### src/rtl/if_id_hazard_ctrl.sv
// IF/ID pipeline register with ID-stage branch/jump resolution and
// load-use / branch-operand hazard stalling for the 16-bit MIPS core.
module if_id_hazard_ctrl #(
  parameter int                 DATA_W = 16,
  parameter logic [DATA_W-1:0]  NOP    = 16'h0000,
  parameter logic [3:0]         BEQ_OP = 4'h8,
  parameter logic [3:0]         BNE_OP = 4'h9,
  parameter logic [3:0]         J_OP   = 4'hC
) (
  input  logic              clock,
  input  logic              reset_n,
  input  logic [DATA_W-1:0] inst,
  input  logic [DATA_W-1:0] pc_calc,
  input  logic [DATA_W-1:0] rs_data,
  input  logic [DATA_W-1:0] rt_data,
  input  logic              ex_reg_write,
  input  logic              ex_mem_read,
  input  logic [2:0]        ex_dest,
  output logic [DATA_W-1:0] id_inst,
  output logic [DATA_W-1:0] id_pc_next,
  output logic              id_valid,
  output logic [DATA_W-1:0] pcj_mux,
  output logic              choice_mux,
  output logic              stall,
  output logic              id_bubble
);

  // Branch target: PC-relative with a sign-extended 6-bit offset; wraps mod 2^DATA_W.
  function automatic logic [DATA_W-1:0] br_target(input logic [DATA_W-1:0] pc,
                                                   input logic [5:0]        imm);
    logic signed [DATA_W-1:0] off;
    off = {{(DATA_W-6){imm[5]}}, imm};
    return pc + off;
  endfunction

  logic [3:0]        op;
  logic [2:0]        rs;
  logic [2:0]        rt;
  logic [5:0]        imm6;
  logic [11:0]       imm12;
  logic              is_br;
  logic              dep;
  logic              load_use;
  logic              br_dep;
  logic              hz;
  logic [1:0]        stall_cnt;
  logic [1:0]        stall_cnt_nxt;

  assign op    = id_inst[15:12];
  assign rs    = id_inst[11:9];
  assign rt    = id_inst[8:6];
  assign imm6  = id_inst[5:0];
  assign imm12 = id_inst[11:0];
  assign is_br = (op == BEQ_OP) || (op == BNE_OP);

  // Register 0 is hardwired, so an EX write to it never creates a dependence.
  assign dep      = (ex_dest != 3'd0) && ((ex_dest == rs) || (ex_dest == rt));
  assign load_use = id_valid & ex_mem_read & dep;
  assign br_dep   = id_valid & is_br & ex_reg_write & dep;
  assign hz       = load_use | br_dep;

  assign stall     = (stall_cnt != 2'd0) | hz;
  assign id_bubble = stall;

  // Resolve branches/jumps in ID; a stall suppresses any redirect this cycle.
  always_comb begin
    choice_mux = 1'b0;
    pcj_mux    = '0;
    if (id_valid && !stall) begin
      if (op == BEQ_OP) begin
        if (rs_data == rt_data) begin
          choice_mux = 1'b1;
          pcj_mux    = br_target(id_pc_next, imm6);
        end
      end else if (op == BNE_OP) begin
        if (rs_data != rt_data) begin
          choice_mux = 1'b1;
          pcj_mux    = br_target(id_pc_next, imm6);
        end
      end else if (op == J_OP) begin
        choice_mux = 1'b1;
        pcj_mux    = {id_pc_next[DATA_W-1:12], imm12};
      end
    end
  end

  // A load feeding a branch owes one extra stall cycle beyond the detected hazard.
  always_comb begin
    stall_cnt_nxt = stall_cnt;
    if (stall_cnt != 2'd0) begin
      stall_cnt_nxt = stall_cnt - 2'd1;
    end else if (hz && is_br && ex_mem_read) begin
      stall_cnt_nxt = 2'd1;
    end
  end

  // Stall counter register.
  always_ff @(posedge clock or negedge reset_n) begin
    if (!reset_n) begin
      stall_cnt <= 2'd0;
    end else begin
      stall_cnt <= stall_cnt_nxt;
    end
  end

  // IF/ID register: hold on stall, squash the wrong-path fetch on redirect.
  always_ff @(posedge clock or negedge reset_n) begin
    if (!reset_n) begin
      id_inst    <= NOP;
      id_pc_next <= '0;
      id_valid   <= 1'b0;
    end else if (!stall) begin
      id_pc_next <= pc_calc;
      if (choice_mux) begin
        id_inst  <= NOP;
        id_valid <= 1'b0;
      end else begin
        id_inst  <= inst;
        id_valid <= 1'b1;
      end
    end
  end

endmodule
### config.mk
export PLATFORM = sky130hd
export DESIGN_NAME = if_id_hazard_ctrl
export DESIGN_NICKNAME = d
export VERILOG_FILES = /design/src/rtl/if_id_hazard_ctrl.sv
export SDC_FILE = /design/constraint.sdc
export NUM_CORES = 1
export LEC_CHECK = 0
export CAP_MARGIN = 30
export CORE_AREA = 2 2 100 102
export DETAILED_ROUTE_END_ITERATION = 6
export DIE_AREA = 0 0 102 104
export GPL_ROUTABILITY_DRIVEN = 0
export PLACE_DENSITY = 0.6
export SETUP_SLACK_MARGIN = 0.15
export SYNTH_ARGS = -nofsm -noshare
export SYNTH_HDL_FRONTEND = slang
export SYNTH_SLANG_ARGS = --single-unit
export TNS_END_PERCENT = 30
### constraint.sdc
create_clock -name clock -period 2.3 [get_ports clock]
set_input_delay 0.345 -clock clock [delete_from_list [all_inputs] [get_ports clock]]
set_output_delay 0.345 -clock clock [all_outputs]
set_load 0.02 [all_outputs]
## Word-level counts from Yosys, hierarchy flattened

Index checks and enable logic that the tools add are counted.

- Output and inout port bits: 52
- Flip-flop bits (word level): 35
- Input bits: 71
- Logic and storage cells: 46

- Reductions and logical operators: 10
- Mux-type cells: 16
- Add/subtract/negate cells: 2
- Bitwise logic cells: 7
- Equal/unequal tests: 7

Operator list:

| kind | count |
|---|---|
| $mux W16 | 7 |
| $add A16 B16 Y16 | 1 |
| $eq A16 B16 Y1 | 1 |
| $ne A16 B16 Y1 | 1 |
| $eq A4 B4 Y1 const B | 3 |
| $mux W1 | 7 |
| $eq A3 B3 Y1 | 2 |
| $and A1 B1 Y1 | 5 |
| $logic_and A1 B1 Y1 | 4 |
| $mux W2 | 2 |
| $reduce_bool A2 Y1 | 2 |
| $reduce_bool A3 Y1 | 1 |
| $logic_or A1 B1 Y1 | 2 |
| $or A1 B1 Y1 | 2 |
| $sub A2 B1 Y2 const B | 1 |
| $logic_not A1 Y1 | 1 |

## Logic depth before layout (Yosys ltp)

Gate-level depths: netlist (run 1).

- Depth after elaboration: 11
- Gate-level depth with buffers: 9
- Depth with buffers taken out: 9

## Worst setup path before layout (run 1)

Ideal clock, no wire load.

- Kind: flip-flop to output port
- Start point: reg id_inst[5]
- End point: out pcj_mux[15]
- Slack: -0.570 ns
- Required time: 1.955 ns
- Arrival: 2.525 ns
- Buffers on the path: 1
- Cell stages (with the launch flop): 9
- Path through: dfrtp_1 -> ha_1 -> clkbuf_1 -> a21oi_1 -> o221ai_1 -> a21oi_1 -> o21bai_1 -> xnor2_1 -> o31ai_1

- Longest elaborated chain between the ends: 5
- Elaborated cells between the ends (all ways): 6
- Classes of those cells: add/sub: 1; mux: 5

Ends and longest elaborated chain:

| item | line | source |
|---|---|---|
| start, declared | 19 | `output logic [DATA_W-1:0] id_inst,` |
| start signal, assigned | 118 | `id_inst <= inst;` |
| $add A16 B16 Y16 (*) | 33 | `return pc + off;` |
| $mux W16 | 76 | `if (rs_data != rt_data) begin` |
| $mux W16 | 75 | `end else if (op == BNE_OP) begin` |
| $mux W16 (*) | 70 | `if (op == BEQ_OP) begin` |
| $mux W16 (*) | 69 | `if (id_valid && !stall) begin` |
| end, declared | 22 | `output logic [DATA_W-1:0] pcj_mux,` |

Every way passes the cells marked *; elsewhere a longest branch is shown, timed or not.

## Worst setup path after layout (run 1)

- Start point: reg id_inst[5]
- End point: out pcj_mux[12]

Same word-level chain as after synthesis.

==> metrics.txt, run 1 <==
starting density of the core=0.294; commonest non-fill, non-tap cells in the layout=buf_4, nand2_1, clkdlybuf4s50_1, dfrtp_1, buf_6; pwr/cell area=roughly 1700 mW/mm²; final hold viol count=0; Via density=approximately 4.7; CTS buffer count=5; most used cell along the critical path=buf_6; number of global-route vias before repair=3449; Tmin final=2780 ps; I/O Buffers=122; Mapped Area=~0.0028 mm²; Routed WL=10700 µm; Arrival @ worst endpoint=2440 ps; post-DP HPWL=7410 µm; final worst setup slack=-484 ps; Nets=662; core region area=0.00955 mm²; H-Tree Depth=2; worst-skew pair later-pin latency=290 ps; Pins Over Slew Limit=0; LEAKAGE=2.48 nW; crit-path cells=buf_12 -> buf_6 -> ha_4 -> o211ai_1 -> a21o_4 -> a21oi_4 -> o31ai_4 -> a21o_1 -> a32o_2 -> buf_6; Yosys cell types=between 40 and 50; Final Util=0.578; maxcap violations=0; status=finished, violations left; Synth Flop Type=dfrtp_1; Routed Antenna Nets=0; First DRT Iteration DRCs=55; clock skew=5.99 ps; final setup vio count=16; Clock Pin Slew Worst Setup and Hold Paths=roughly 80 ps; via count=3354; CTS sink cnt=35; die width=102 µm; Synth Instances=352; total track usage=0.195; type of origin of the critical path=flop; Max Root-Sink Buffers=2; first-pass GRT wire length=about 17000 µm; kind of cell adding the most delay to the critical path=compound AO/OA/AOI/OAI gates; crit path capture type=primary output; largest net degree at the start of global routing=36; hold_ws=~170 ps; Worst path max stage delay=~450 ps; Mean Syn Cell Area=7.97 µm²; Seq/Total Area, Yosys=0.312; DRT Pass-1 Iters=4; Max VDD drop=around 0.67 mV; violated checks=setup timing; Post-synth EDFFs=0; Root Driver=clkbuf_8; routed len/inst=15.1 µm; syn_nets=439; CP Data Required Time=1960 ps; proportion of layout cells with a drive suffix above 1=0.410; r2r setup slk=320 ps; initial antenna violation count=0; worst hold path class=input port to async pin; Ys Warns=0; CP bufs+invs=3; TritonCTS clock tree=done; detailed-route DRC error count=0; Syn-to-layout area delta=96.8%; most common cell after layout, fill and taps aside=buf_4; Synth Register Bits=35; ys async rst share=1.00; Inserted Diodes=0; die area=0.0106 mm²; critical path type=flop to primary output; Hold Buf Count CTS=0; Critical Path Fanout Max=4; design area=0.00552 mm²; chip height=around 100 µm; worst-margin pin slew=889 ps; Slowest cell on crit path=dfrtp_2; RSZ-0062 raised after global routing=yes; fmax=between 0.3 and 0.4 GHz; Cell Area, Placed=0.00489 mm²; FP Rows=36; Final Cycle Share=1.21; GR Overflow Total=0; # IOs=123; relative max-transition margin=0.407
-- cell usage after synthesis, types with 3 or more instances --
| library cell | n | share of area |
|---|---|---|
| a21boi_0 | 4 | 0.011 |
| a21o_1 | 6 | 0.016 |
| a21oi_1 | 18 | 0.032 |
| and2_1 | 15 | 0.033 |
| buf_2 | 4 | 0.0071 |
| clkbuf_1 | 10 | 0.013 |
| dfrtp_1 | 35 | 0.31 |
| ha_1 | 15 | 0.067 |
| inv_1 | 6 | 0.0080 |
| mux2i_1 | 3 | 0.011 |
| nand2_1 | 101 | 0.14 |
| nand2b_1 | 5 | 0.011 |
| nand3_1 | 7 | 0.012 |
| nand4_1 | 7 | 0.016 |
| nor2_1 | 10 | 0.013 |
| nor3_1 | 4 | 0.0071 |
| o21ai_0 | 21 | 0.037 |
| o21ai_2 | 10 | 0.031 |
| o21bai_1 | 3 | 0.0080 |
| xnor2_1 | 28 | 0.087 |
| xor2_1 | 4 | 0.012 |
-- power breakdown --
part	total (mW)	switching, mW	internal (mW)
registers	1.17	0.280	0.890
clock network	0.518	0.245	0.273
logic	7.84	3.73	4.11
total	9.53	4.26	5.27
-- layout make-up --
cell class                      count  area (µm²)
Tap cell                          133         166
Inverter                            6        25.0
Clock buffer                        7        96.3
Sequential cell                    35         881
Clock inverter                      1        7.51
Multi-Input combinational cell    293        2300
Timing Repair Buffer              234        2050
Fill cell                         898        4030
-- worst paths after layout --
kind	from	endpoint	cells after the start
setup reg to reg	id_inst[13]$_DFFE_PN0N_	id_inst[2]$_DFFE_PN0N_	9
max in group asynchronous	reset_n	id_inst[5]$_DFFE_PN0N_	1
hold / removal	reset_n	id_pc_next[12]$_DFFE_PN0N_	1
min in group clock	stall_cnt[0]$_DFFE_PN0P_	stall_cnt[0]$_DFFE_PN0P_	2
setup / recovery	id_inst[5]$_DFFE_PN0N_	pcj_mux[12]	10
hold reg to reg	stall_cnt[0]$_DFFE_PN0P_	stall_cnt[0]$_DFFE_PN0P_	2
-- registers in the layout, indices dropped and copies added (netlist names) --
| name | count |
|---|---|
| id_valid | 1 |
| stall_cnt | 2 |
| id_inst | 16 |
| id_pc_next | 16 |
-- kinds of logic after synthesis --
| kind of cell | Yosys count | share of synthesized area |
|---|---|---|
| multiplexers | 3 | 0.0107 |
| AO/OA/AOI/OAI | 84 | 0.200 |
| buffers and inverters | 24 | 0.0446 |
| AND/OR/NAND/NOR | 158 | 0.259 |
| XOR/XNOR | 32 | 0.0999 |
| flip-flops | 35 | 0.312 |
| adder cells (fa/ha/maj) | 16 | 0.0740 |
-- layer usage --
| metal | GRT usage | vias up | share of wire |
|---|---|---|---|
| li1 | - | 1660 | - |
| met1 | 0.243 | 1592 | 0.42 |
| met2 | 0.347 | 84 | 0.53 |
| met3 | 0.0336 | 18 | 0.039 |
| met4 | 0.0429 | 0 | 0.015 |
| met5 | 0 | - | 0 |
-- stage by stage --
step / setup TNS, ps / cells / power (mW) / setup WS, ps
2_1_floorplan: -221 / 352 / 4.42 / -51.2
3_3_place_gp: -16890 / 682 / 7.21 / -822
3_5_place_dp: -19020 / 682 / 7.26 / -894
4_1_cts: -4840 / 704 / 8.85 / -463
5_1_grt: -6470 / 709 / 10.1 / -581
6_report: -5020 / 709 / 9.53 / -484
-- repair_timing --
item                                    in CTS  in global routing
pin swaps                                   59                 24
setup buffers                               13                  5
resized for setup                          231                 33
endpoints found under the setup margin      30                 20
cloned                                       1                  0
Power figures use the tool's default switching activity.
==> inputs of run 2 (changes only) <==
--- a/config.mk
+++ b/config.mk
@@ -5,12 +5,11 @@
 export SDC_FILE = /design/constraint.sdc
 export NUM_CORES = 1
 export LEC_CHECK = 0
-export CAP_MARGIN = 30
-export CORE_AREA = 2 2 100 102
+export CORE_AREA = 2 2 88 90
 export DETAILED_ROUTE_END_ITERATION = 6
-export DIE_AREA = 0 0 102 104
+export DIE_AREA = 0 0 90 92
 export GPL_ROUTABILITY_DRIVEN = 0
-export PLACE_DENSITY = 0.6
+export PLACE_DENSITY = 0.75
 export SETUP_SLACK_MARGIN = 0.15
 export SYNTH_ARGS = -nofsm -noshare
 export SYNTH_HDL_FRONTEND = slang
==> metrics.txt, run 2 (synthesis gave the netlist of run 1 again) <==
Tmin final=2800 ps; total track usage=0.267; detailed-route DRC error count=0; fillers=571; Regs by FF count=id_inst x16, id_pc_next x16, stall_cnt x2; DRT Pass-1 Iters=4; FP Rows=32; commonest non-fill, non-tap cells in the layout=buf_4, nand2_1, clkdlybuf4s50_1, dfrtp_1, xnor2_1; maxcap violations=0; pre-CTS setup slack=-893 ps; Non-Filler Instances=675; chip height=roughly 90 µm; Pins Over Slew Limit=0; clock skew=6.28 ps; final worst setup slack=-498 ps; final setup vio count=17; Inserted Diodes=0; pwr/cell area=1740 mW/mm²; Max Root-Sink Buffers=2; routed len/inst=16.9 µm; CP bufs+invs=1; Via density=5.20; Clock Pin Slew Worst Setup and Hold Paths=80 ps; Met2 Routed Length=6180 µm; PnR Total Power=9.54 mW; core region area=between 0.007 and 0.008 mm²; type of origin of the critical path=flop; CTS buffer count=5; initial antenna violation count=0; violated checks=setup timing; RSZ-0062 raised after global routing=yes; fmax=0.357 GHz; Worst path max stage delay=490 ps; largest net degree at the start of global routing=36; metal1 wirelength=4290 µm; worst-margin pin slew=843 ps; worst hold path class=input port to async pin; design area=0.00549 mm²; Root Driver=clkbuf_8; setup TNS=-5640 ps; GR Overflow Total=0; status=finished, violations left; crit path from=id_inst[5]$_DFFE_PN0N_; crit path capture=pcj_mux[12]; Slowest cell on crit path=dfrtp_2; FF-to-FF End=id_inst[6]$_DFFE_PN0N_; metal3 WL=647 µm; Critical R2R Launch=id_inst[13]$_DFFE_PN0N_; CP Data Required Time=just under 2000 ps; proportion of layout cells with a drive suffix above 1=0.389; Top Layer Used=met4; relative max-transition margin=0.438; r2r setup slk=roughly 300 ps; # IOs=roughly 120; I/O Buffers=122; TritonCTS clock tree=done; critical path type=flop to primary output; crit path capture type=primary output; H-Tree Depth=2; number of global-route vias before repair=between 3000 and 4000; most common cell after layout, fill and taps aside=buf_4; worst-skew pair later-pin latency=roughly 300 ps; Routed WL=11400 µm; Syn-to-layout area delta=95.6%; Final Cycle Share=1.22; Critical Path Fanout Max=7; Arrival @ worst endpoint=2450 ps; Hold Buf Count CTS=0; die width=around 90 µm; First DRT Iteration DRCs=roughly 120; final hold viol count=0; Routed Antenna Nets=0; LEAKAGE=approximately 2.5 nW; via count=3507; CTS sink cnt=35; Nets=659; die area=just over 0.008 mm²; first-pass GRT wire length=17800 µm; post-DP HPWL=7840 µm; Placed Instances=about 650; crit-path cells=ha_2 -> a21oi_1 -> o21ai_2 -> and2_4 -> o31ai_4 -> nand3_1 -> a32o_2 -> buf_6; Cell Area, Placed=around 0.005 mm²; kind of cell adding the most delay to the critical path=compound AO/OA/AOI/OAI gates; reg2reg path depth=9; number of cells on the critical path=8; starting density of the core=0.377; Max VDD drop=0.808 mV
run 2: changes by cell type in the layout (fill, tap and decap cells not counted), sizes merged, moves of 2 or more:
cell | previous run | this run
clkinv | 0 | 2
buf | 139 | 128
clkdlybuf4s15 | 9 | 5
dlymetal6s2s | 0 | 9
run 2: worst reg2reg max path, delay by kind of cell (launching register included):
| kind | cells | cell delay (ps) |
|---|---|---|
| simple gates | 3 | 680 |
| buf+inv | 3 | 440 |
| flops | 1 | 410 |
| compound gates | 3 | 410 |
run 2: final cells by class:
class                           instances  area [µm²]  area share
Inverter                                6        22.5     0.00410
Multi-Input combinational cell        293        2270       0.413
Timing Repair Buffer                  231        2080       0.379
Sequential cell                        35         881       0.160
Clock inverter                          3        43.8     0.00798
Clock buffer                            5        68.8      0.0125
Tap cell                              102         128      0.0233
run 2: worst min-delay path by stage:
stage	start	endpoint	cells past startpoint
final	reset_n	id_pc_next[12]$_DFFE_PN0N_	1
after global routing	reset_n	id_pc_next[9]$_DFFE_PN0N_	1
after CTS	reset_n	id_inst[7]$_DFFE_PN0N_	1
after detailed placement	reset_n	id_pc_next[11]$_DFFE_PN0N_	1
after global placement	reset_n	id_pc_next[12]$_DFFE_PN0N_	1
after floorplan	reset_n	id_inst[0]$_DFFE_PN0N_	0
run 2: timing repair:
item                                    CTS  global route
gates resized for setup                 194            40
pin swaps                                42            24
cloned                                    1             0
endpoints found under the setup margin   21            28
setup buffers                            13             2
run 2: metal layers:
layer / track usage / up-vias
met5: 0 / -
met4: 0.0808 / 0
met3: 0.0477 / 26
met2: 0.519 / 132
met1: 0.292 / 1700
li1: - / 1649
run 2: power breakdown:
part           internal, mW  switching, mW
registers             0.890          0.303
logic                  4.00           3.76
clock network         0.323          0.264
total                  5.21           4.33
run 2: through the flow:
stage          hold WS [ps]   util
2_1_floorplan          49.4      -
3_3_place_gp            481  0.653
5_1_grt                 215  0.737
4_1_cts                 183  0.719
6_report                130  0.737
3_5_place_dp            494  0.653
